==> config.mk <==
export PLATFORM = sky130hd
export DESIGN_NAME = pipe_stage_buf
export DESIGN_NICKNAME = d
export VERILOG_FILES = /design/src/rtl/pipe_stage_buf.sv
export SDC_FILE = /design/constraint.sdc
export NUM_CORES = 1
export LEC_CHECK = 0
export BUFFER_PORTS_ARGS = -buffer_cell sky130_fd_sc_hd__buf_2
export CAP_MARGIN = 10
export CORE_MARGIN = 4
export CORE_UTILIZATION = 42
export DETAILED_ROUTE_END_ITERATION = 7
export PLACE_DENSITY_LB_ADDON = 0.3
export SYNTH_ARGS = -nofsm -noshare
export SYNTH_HDL_FRONTEND = slang
export SYNTH_SLANG_ARGS = --single-unit
==> constraint.sdc <==
create_clock -name clk -period 1.95 [get_ports clk]
set_input_delay 0 -clock clk [delete_from_list [all_inputs] [get_ports clk]]
set_output_delay 0 -clock clk [all_outputs]
set_load 0.1 [all_outputs]
==> src/rtl/pipe_stage_buf.sv <==
// Parametrised pipeline-stage register with valid/ready handshakes, synchronous flush and a stall counter.
// Define PIPE_STAGE_SKID_EN to build the two-entry skid variant, where in_ready comes straight from a flop.
module pipe_stage_buf #(
  parameter int WIDTH          = 32,
  parameter bit CLEAR_ON_FLUSH = 1'b1,
  parameter int CNT_W          = 16
) (
  input  logic             clk,
  input  logic             rst,
  input  logic             flush,
  input  logic             in_valid,
  output logic             in_ready,
  input  logic [WIDTH-1:0] in_data,
  output logic             out_valid,
  input  logic             out_ready,
  output logic [WIDTH-1:0] out_data,
  output logic [1:0]       occupancy,
  output logic [CNT_W-1:0] stall_cnt,
  input  logic             stall_clr
);

  logic in_v;
  logic out_r;
  logic up_acc;

  // X or Z on a handshake input resolves to 1 in simulation; item order makes a Z match the 1 arm
  always_comb begin
    in_v = 1'b1;
    casez (in_valid)
      1'b1:    in_v = 1'b1;
      1'b0:    in_v = 1'b0;
      default: in_v = 1'b1;
    endcase
  end

  always_comb begin
    out_r = 1'b1;
    casez (out_ready)
      1'b1:    out_r = 1'b1;
      1'b0:    out_r = 1'b0;
      default: out_r = 1'b1;
    endcase
  end

  assign up_acc = in_v && in_ready;

`ifdef PIPE_STAGE_SKID_EN
  typedef enum logic [1:0] {EMPTY, FULL, SKID} state_t;

  state_t           state_q, state_d;
  logic [WIDTH-1:0] main_q, main_d;
  logic [WIDTH-1:0] skid_q, skid_d;
  logic             rdy_q;

  always_ff @(posedge clk or posedge rst) begin
    if (rst) begin
      state_q <= EMPTY;
      main_q  <= '0;
      skid_q  <= '0;
      rdy_q   <= 1'b1;
    end else begin
      state_q <= state_d;
      main_q  <= main_d;
      skid_q  <= skid_d;
      rdy_q   <= (state_d != SKID);
    end
  end

  always_comb begin
    state_d = state_q;
    main_d  = main_q;
    skid_d  = skid_q;
    if (flush) begin
      state_d = EMPTY;
      if (CLEAR_ON_FLUSH) begin
        main_d = '0;
        skid_d = '0;
      end
    end else begin
      case (state_q)
        EMPTY: begin
          if (up_acc) begin
            state_d = FULL;
            main_d  = in_data;
          end
        end
        FULL: begin
          if (up_acc && !out_r) begin
            state_d = SKID;
            skid_d  = in_data;
          end else if (up_acc) begin
            main_d = in_data;
          end else if (out_r) begin
            state_d = EMPTY;
          end
        end
        SKID: begin
          // older payload leaves first; the skid entry then becomes the head
          if (out_r) begin
            state_d = FULL;
            main_d  = skid_q;
          end
        end
        default: state_d = EMPTY;
      endcase
    end
  end

  assign in_ready  = rdy_q;
  assign out_valid = (state_q != EMPTY);
  assign out_data  = main_q;

  always_comb begin
    occupancy = 2'd0;
    case (state_q)
      FULL:    occupancy = 2'd1;
      SKID:    occupancy = 2'd2;
      default: occupancy = 2'd0;
    endcase
  end
`else
  logic             valid_q;
  logic [WIDTH-1:0] data_q;

  assign in_ready = !valid_q || out_r;

  always_ff @(posedge clk or posedge rst) begin
    if (rst) begin
      valid_q <= 1'b0;
      data_q  <= '0;
    end else if (flush) begin
      valid_q <= 1'b0;
      if (CLEAR_ON_FLUSH) data_q <= '0;
    end else if (up_acc) begin
      valid_q <= 1'b1;
      data_q  <= in_data;
    end else if (valid_q && out_r) begin
      valid_q <= 1'b0;
    end
  end

  assign out_valid = valid_q;
  assign out_data  = data_q;
  assign occupancy = {1'b0, valid_q};
`endif

  // counts cycles where the head payload is blocked downstream; a flush cycle is not a stall
  always_ff @(posedge clk or posedge rst) begin
    if (rst) begin
      stall_cnt <= '0;
    end else if (stall_clr) begin
      stall_cnt <= '0;
    end else if (out_valid && !out_r && !flush && (stall_cnt != {CNT_W{1'b1}})) begin
      stall_cnt <= stall_cnt + CNT_W'(1);
    end
  end

endmodule
* Word level (Yosys, flattened, before mapping)
Cells that the tools add are included.
** Cells by class
- Add/sub/neg operators :: 1
- Equality and inequality tests :: 1
- Multiplexer cells :: 9
- Bitwise gates (word level) :: 2
- Reduce and logical (&&, ||, !) cells :: 12
** Operators by type and width (number)
- 32-bit 2-to-1 mux :: 2
- 16-bit 2-to-1 mux :: 2
- 16-bit by 1-bit adder with 16-bit output, second input constant :: 1
- 16-bit != test, second input constant :: 1
- 1-bit logical AND :: 5
- 1-bit one-hot mux with 2 select lines :: 2
- 2-bit nonzero test :: 2
- 1-bit zero test :: 3
- 1-bit 2-to-1 mux :: 3
- 3-bit nonzero test :: 1
- 1-bit inverter :: 2
- 1-bit logical OR :: 1
** Word-level totals
- Register bits :: 49
- Bits of input ports :: 38
- Output and inout bits :: 52
- Logic and storage cells :: 28

* Logic depth before layout (Yosys ltp)
Gate-level depths: netlist (run 1).
- Depth after elaboration :: 8
- Gate-level depth with buffers :: 6
- Mapped depth without buffers :: 5

* Worst setup path before layout (run 1)
OpenSTA, ideal clock, no wires.
- Path type :: register to register
- Start point :: reg valid_q, in the netlist out_valid
- End point :: reg data_q[0], in the netlist out_data[0]
- Setup time :: 69 ps
- Arrival :: 2782 ps
- Required time :: 1881 ps
- Path slack :: -901 ps
- Cell stages (with the launch flop) :: 5
- Buffers on the path :: 1
- Period minus slack after synthesis :: 2851 ps
- Cells stage by stage :: dfrtp_1 -> nand2b_1 -> a21oi_1 -> clkbuf_1 -> a22o_1
** On the way
- Cells in the longest elaborated chain, start to end :: 4
** RTL lines
- from (decl) :: line 122 : logic valid_q;
- from (signal assigned) :: line 129 : valid_q <= 1'b0;
- from (signal assigned) :: line 132 : valid_q <= 1'b0;
- from (signal assigned) :: line 135 : valid_q <= 1'b1;
- 1-bit zero test :: line 125 : assign in_ready = !valid_q || out_r;
- 1-bit logical OR :: line 125
- net in_ready :: line 12 : output logic in_ready,
- 1-bit logical AND :: line 45 : assign up_acc = in_v && in_ready;
- 2-bit nonzero test (no line)
- to (signal assigned) :: line 136 : data_q <= in_data;
- to (decl) :: line 123 : logic [WIDTH-1:0] data_q;
The timed path passes the listed nets, and every way through them passes these cells.
A chain may end at the register's enable or synchronous reset.

* Final worst setup path (run 1)
- Start point :: reg valid_q, in the netlist out_valid
- End point :: reg stall_cnt[7]
** On the way
- Cells in the longest elaborated chain, start to end :: 4
** RTL lines
- 1-bit logical AND (3 in a row) :: line 153 : end else if (out_valid && !out_r && !flush && (stall_cnt != {CNT_W{1'b1}})) begin
- 2-bit nonzero test (no line)
- to (signal assigned) :: line 154 : stall_cnt <= stall_cnt + CNT_W'(1);
- to (decl) :: line 18 : output logic [CNT_W-1:0] stall_cnt,
No other way between the ends.

==> results.json, run 1 <==
{
  "clock_insertion_delay_worst_skew_ns": 0.31,
  "floorplan.initialDensity": 0.440,
  "worst_hold_path_type": "primary input to register",
  "yosys.cell_count.top_type": "sky130_fd_sc_hd__dfrtp_1",
  "insertedDiodeCount": 0,
  "fin_skew_ns": 0.0106,
  "cts_htree_levels": 2,
  "cap_violations": 0,
  "grt_max_degree": 33,
  "post-layout-total-power_uw": 2290,
  "max_freq_mhz": 526,
  "detail_route.wl_per_cell_um": 15.6,
  "clkTransAtPathRegs_ns": 0.10,
  "aggregate_global_routing_overflow": 0,
  "edff_count_synth": 0,
  "timing_hold_violations_final": 0,
  "critical_path_peak_fanout": 4,
  "p_leak_uw": 0.00157,
  "critical-path-top-delay-family": "simple AND/OR/NAND/NOR gates",
  "ir_drop_v": 0.000516,
  "first_pass_grt_wire_length_um": 9830,
  "netSwitchingPower_uw": 828,
  "r2r_setup_slack_ns": 0.05,
  "synthesis.nets": 222,
  "number_of_drc_markers_after_the_initial_detailed_route_iteration": 102,
  "timing.final.crit_period_ns": 1.90,
  "cp_slowest_stage_delay_ns": 0.53,
  "p_comb_frac": 0.261,
  "cp_slowest_cell": "sky130_fd_sc_hd__or4_1",
  "full_die_area_sq_um": 6210,
  "status": "finished, final reports clean",
  "mappedNetlistArea_sq_um": 2110,
  "antenna_found_initial": 0,
  "syn-mean-instance-area_sq_um": 11.5,
  "setup.worst_path.end_class": "register",
  "area.growth.synth_to_final_pct": 51.7,
  "drt_pass1_iterations": 4,
  "ff_latch_area_sq_um": 1250,
  "die_w_um": 78.8,
  "die_height_um": 78.8,
  "path_cells": "or3b_4 > or3_1 > or4_1 > a21oi_2",
  "postSynthRegisterBits": 49,
  "post-route-period-util": 0.975,
  "synth.top_cells.by_count": "49 x sky130_fd_sc_hd__dfrtp_1, 32 x sky130_fd_sc_hd__a22o_1, 13 x sky130_fd_sc_hd__a21oi_1",
  "synth-seq-area-share": 0.582,
  "area_occupied_by_multi_input_gates_sq_um": 837,
  "setup_slack_ns": 0.0491,
  "yosysTopAreaCellShare": 0.582,
  "via_count": 2037,
  "io_buffers": 88,
  "power.switching_fraction": 0.362,
  "fp.coreArea_sq_um": 4790,
  "design.portCount": 90,
  "seqPwrFrac": 0.473,
  "path_buf_inv": 0,
  "cts-buffers-inserted": 5,
  "ys.warnings.count": 0,
  "post-dp-hpwl_um": 3820,
  "drive_above_1_share": 0.432,
  "root_cell_of_the_clock_tree": "sky130_fd_sc_hd__clkbuf_8",
  "proportion_of_synthesized_flip_flops_having_asynchronous_set_or_reset": 1.00,
  "timing_worst_setup_path_type": "register to register",
  "number_of_vias_per_cell": 5.30,
  "pwr-share-clk": 0.266,
  "synth.area.top_cells": "sky130_fd_sc_hd__dfrtp_1 58%, sky130_fd_sc_hd__a22o_1 13%, sky130_fd_sc_hd__a21oi_1 3.1%",
  "post_synth_num_cell_types": 36,
  "route.antenna.remaining_nets": 0,
  "nets": 355,
  "remaining_drc_errors": 0,
  "wirelength_um": 6000,
  "worstSetupStartpointType": "register",
  "cts_sinks": 49,
  "report.final.setup_viol": 0,
  "place_ws_ns": 0.0660,
  "clock_tree.buffer_depth": 2,
  "tritoncts": "built",
  "critical_path_arrival_ns": 2.14,
  "synth-main-ff-cell": "sky130_fd_sc_hd__dfrtp_1",
  "core.rowCount": 25,
  "worst-endpoint-required_ns": 2.19,
  "grt_util_all_layers": 0.200,
  "power_density_nw_per_um2": 716,
  "timing.final.max_slew_violations": 0,
  "filler_cell_count": 378,
  "final_weighted_congestion_of_routability_driven_global_placement": 0.817,
  "synth_top_cell_by_area": "sky130_fd_sc_hd__dfrtp_1",
  "power_internal_uw": 1460,
  "synth_cells": 183,
  "grt_pass1_vias": 2050
}
[flip-flops by register name, indices dropped and copies added, names as in the netlist]
signal,cells
out_data,32
out_valid,1
stall_cnt,16
[per-stage QoR]
step | instance area (sq um) | utilization | cells | hold WS, ns | TNS (ns)
finish | 3200 | 0.668 | 384 | 0.0592 | 0
detailed placement | 2720 | 0.568 | 339 | 0.0235 | 0
global placement | 2720 | 0.568 | 339 | 0.0203 | 0
global route | 3200 | 0.668 | 384 | 0.0621 | -0.00232
CTS | 3160 | 0.660 | 382 | 0.0564 | 0
floorplan | 2150 | - | 183 | 0.0595 | -1.53
[path summary, 6_finish.rpt]
kind,from,to,depth (start not counted)
worst max register to register,out_valid$_DFFE_PP0P_,stall_cnt[7]$_DFFE_PP0P_,4
max in group asynchronous,rst,stall_cnt[13]$_DFFE_PP0P_,4
min in group asynchronous,rst,stall_cnt[9]$_DFFE_PP0P_,3
worst min-delay path,stall_clr,stall_cnt[7]$_DFFE_PP0P_,2
worst max-delay path,out_valid$_DFFE_PP0P_,stall_cnt[7]$_DFFE_PP0P_,4
worst min register to register,out_data[17]$_DFFE_PP0P_,out_data[17]$_DFFE_PP0P_,1
[power by group through the flow]
| stage | registers, uW | clock network, uW | logic, uW |
|---|---|---|---|
| 2_1_floorplan | 1410 | 0 | 113 |
| 3_3_place_gp | 1100 | 0 | 534 |
| 3_5_place_dp | 1100 | 0 | 539 |
| 4_1_cts | 1080 | 631 | 590 |
| 5_1_grt | 1090 | 670 | 624 |
| 6_report | 1080 | 609 | 597 |
[what timing repair did]
| action | 4_1_cts | 5_1_grt |
|---|---|---|
| gates resized for setup | 0 | 4 |
| hold buffers | 35 | 0 |
| setup buffers | 0 | 2 |
| setup endpoints to repair | 0 | 4 |
| endpoints found under the hold margin | 51 | 0 |
[layout make-up]
type,count,share of cell area
timing repair buffer,138,0.283
sequential,49,0.393
inverter,7,0.00822
clock inverter,3,0.00666
tap,67,0.0262
multi-input combinational,115,0.262
clock buffer,5,0.0215
[logic make-up (layout without fill, tap and decap cells)]
kind of cell               after synthesis  in the layout  synth area share
DFF                                     49             49             0.582
buffers and inverters                   19            153            0.0386
muxes                                    1              1           0.00475
and+or+nand+nor                         50             50             0.142
AOI/OAI and AO/OA                       62             62             0.225
adders and majority gates                1              1           0.00594
other                                    1              1           0.00178
[worst register-to-register path: stages (launching register included)]
cell and delay (ns):
sky130_fd_sc_hd__dfrtp_4 0.43, sky130_fd_sc_hd__or3b_4 0.41, sky130_fd_sc_hd__or3_1 0.33, sky130_fd_sc_hd__or4_1 0.53, sky130_fd_sc_hd__a21oi_2 0.13
[cells in the final DEF, fill, tap and decap left out, types with 6 or more instances in the layout]
cell / Yosys / routed
sky130_fd_sc_hd__a21oi_1: 13 / 11
sky130_fd_sc_hd__nand4_1: 6 / 6
sky130_fd_sc_hd__buf_4: 2 / 15
sky130_fd_sc_hd__inv_1: 7 / 6
sky130_fd_sc_hd__nand2_1: 7 / 7
sky130_fd_sc_hd__dfrtp_1: 49 / 32
sky130_fd_sc_hd__dlygate4sd3_1: 0 / 35
sky130_fd_sc_hd__a22o_1: 32 / 32
sky130_fd_sc_hd__buf_2: 1 / 88
sky130_fd_sc_hd__dfrtp_2: 0 / 14
[per-layer routing]
layer,wire length [um],global-route usage,part of all wire,vias up
li1,-,-,-,967
met1,2530,0.255,0.42,986
met2,3010,0.337,0.50,69
met3,334,0.0454,0.056,15
met4,123,0.0636,0.020,0
met5,0,0,0,-
No activity file was read; power rests on OpenSTA's default activity.
==> run 2, diff against run 1 <==
--- a/config.mk
+++ b/config.mk
@@ -5,7 +5,7 @@
 export SDC_FILE = /design/constraint.sdc
 export NUM_CORES = 1
 export LEC_CHECK = 0
-export BUFFER_PORTS_ARGS = -buffer_cell sky130_fd_sc_hd__buf_2
+export BUFFER_PORTS_ARGS = -buffer_cell sky130_fd_sc_hd__buf_4
 export CAP_MARGIN = 10
 export CORE_MARGIN = 4
 export CORE_UTILIZATION = 42
==> run 2 against run 1 <==
Against the previous run:
- fmax increased by 0.20%
- clock skew is 0.0038 ns lower
- sequential cell count unchanged
- critical path type unchanged
==> results.json, run 2 (synthesis gave the netlist of run 1 again) <==
{
  "io_buffers": 88,
  "max_freq_mhz": 527,
  "clock_insertion_delay_worst_skew_ns": 0.30,
  "worstMarginPinSlew_ns": 0.568,
  "detailed_place.area_sq_um": 2930,
  "fp.coreArea_sq_um": 4790,
  "number_of_vias_per_cell": 5.35,
  "critical_path_peak_fanout": 5,
  "timing_hold_violations_final": 0,
  "filler_cell_count": 328,
  "utilization": 0.712,
  "worstSetupStartpoint": "out_valid$_DFFE_PP0P_",
  "largest_register_ff_count": 32,
  "p_leak_uw": 0.00158,
  "report.final.setup_viol": 0,
  "insertedDiodeCount": 0,
  "clock_tree.buffer_depth": 2,
  "aggregate_global_routing_overflow": 0,
  "die_height_um": 78.8,
  "timing_worst_setup_path_type": "register to register",
  "postCtsSetupRepairBufs": 0,
  "path_buf_inv": 0,
  "design.portCount": 90,
  "worst_hold_path_type": "primary input to register",
  "number_of_drc_markers_after_the_initial_detailed_route_iteration": 77,
  "status": "finished, final reports clean",
  "timing.final.max_slew_violations": 0,
  "worstSetupStartpointType": "register",
  "tritoncts": "built",
  "cts-buffers-inserted": 5,
  "die_w_um": 78.8,
  "root_cell_of_the_clock_tree": "sky130_fd_sc_hd__clkbuf_8",
  "post-route-period-util": 0.973,
  "layout.cells.most_common": "sky130_fd_sc_hd__buf_4",
  "power_density_nw_per_um2": 686,
  "post-route-cell-area_sq_um": 3410,
  "core.rowCount": 25,
  "drive_above_1_share": 0.429,
  "via_count": 2042,
  "worst-endpoint-required_ns": 2.18,
  "worstReg2RegStart": "out_valid$_DFFE_PP0P_",
  "path_cells": "or3b_4 > or3_4 > or4_1 > a21oi_2",
  "antenna_found_initial": 0,
  "timing.final.crit_period_ns": 1.90,
  "setup.worst_path.end_class": "register",
  "drt_pass1_iterations": 4,
  "detail_route.wl_per_cell_um": 16.1,
  "cts_sinks": 49,
  "grt_util_all_layers": 0.206,
  "cap_violations": 0,
  "grt_setup_unrepaired": "false",
  "cts_htree_levels": 2,
  "final_weighted_congestion_of_routability_driven_global_placement": 0.852,
  "first_pass_grt_wire_length_um": 10000,
  "hold_start": "out_ready",
  "ir_drop_v": 0.000456,
  "wirelength_um": 6140,
  "remaining_drc_errors": 0,
  "area.growth.synth_to_final_pct": 61.8,
  "route.antenna.remaining_nets": 0,
  "fin_skew_ns": 0.00675,
  "grt_pass1_vias": 2087,
  "max_slew_margin": 0.621,
  "most-common-layout-cells": "100 x sky130_fd_sc_hd__buf_4, 36 x sky130_fd_sc_hd__dlygate4sd3_1, 32 x sky130_fd_sc_hd__a22o_1, 32 x sky130_fd_sc_hd__dfrtp_1, 14 x sky130_fd_sc_hd__dfrtp_2",
  "critical-path-top-delay-family": "simple AND/OR/NAND/NOR gates",
  "floorplan.initialDensity": 0.440,
  "full_die_area_sq_um": 6210,
  "critical_path_arrival_ns": 2.12,
  "grt_max_degree": 33,
  "cp_slowest_stage_delay_ns": 0.52,
  "clkTransAtPathRegs_ns": 0.09,
  "cp_slowest_cell": "sky130_fd_sc_hd__or4_1",
  "nets": 353,
  "post-dp-hpwl_um": 4010
}
-- run 2: report_power, final --
part / internal, uW / switching, uW
registers: 1060 / 27.5
logic: 193 / 457
clock network: 290 / 315
-- run 2: path summary, 6_finish.rpt --
path,slack (ns),to,depth (start not counted)
min,0.20,stall_cnt[3]$_DFFE_PP0P_,5
max,0.05,stall_cnt[7]$_DFFE_PP0P_,4
min reg2reg,0.51,out_data[30]$_DFFE_PP0P_,1
max in group asynchronous,1.04,out_data[4]$_DFFE_PP0P_,4
max reg2reg,0.05,stall_cnt[7]$_DFFE_PP0P_,4
min in group asynchronous,0.31,out_data[20]$_DFFE_PP0P_,3
-- run 2: final cells by class --
class,count,area (sq um),area share
Inverter,7,26.3,0.00771
Multi-Input combinational cell,115,843,0.247
Clock buffer,8,90.1,0.0264
Timing Repair Buffer,136,1110,0.326
Tap cell,67,83.8,0.0246
Sequential cell,49,1250,0.368
-- run 2: through the flow --
stage	std cells	setup TNS, ns	hold slack, ns	power, uW	worst slack, ns
2_1_floorplan	183	-1.53	0.0595	1520	-0.296
3_3_place_gp	338	0	0.0882	1690	0.115
3_5_place_dp	338	0	0.101	1690	0.0660
4_1_cts	382	0	0.195	2350	0.0363
5_1_grt	382	0	0.241	2420	0.000176
6_report	382	0	0.204	2340	0.0529
-- run 2: layer usage --
layer  global-route usage  vias to the layer above  routed length, um
met5                    0                        -                  0
met4               0.0893                        0                157
met3               0.0442                       16                355
met2                0.362                       72               3110
met1                0.243                      986               2510
li1                     -                      968                  -
-- run 2: worst register-to-register path, delay by kind of cell (launching register included) --
family	cells	cell delay, ns
compound gates	1	0.14
simple gates	3	1.25
flops	1	0.44
-- run 2: timing repair --
item / CTS / global route
hold endpoints to repair: 71 / 0
gates resized for setup: 0 / 6
setup endpoints to repair: 0 / 5
hold buffers: 36 / 0
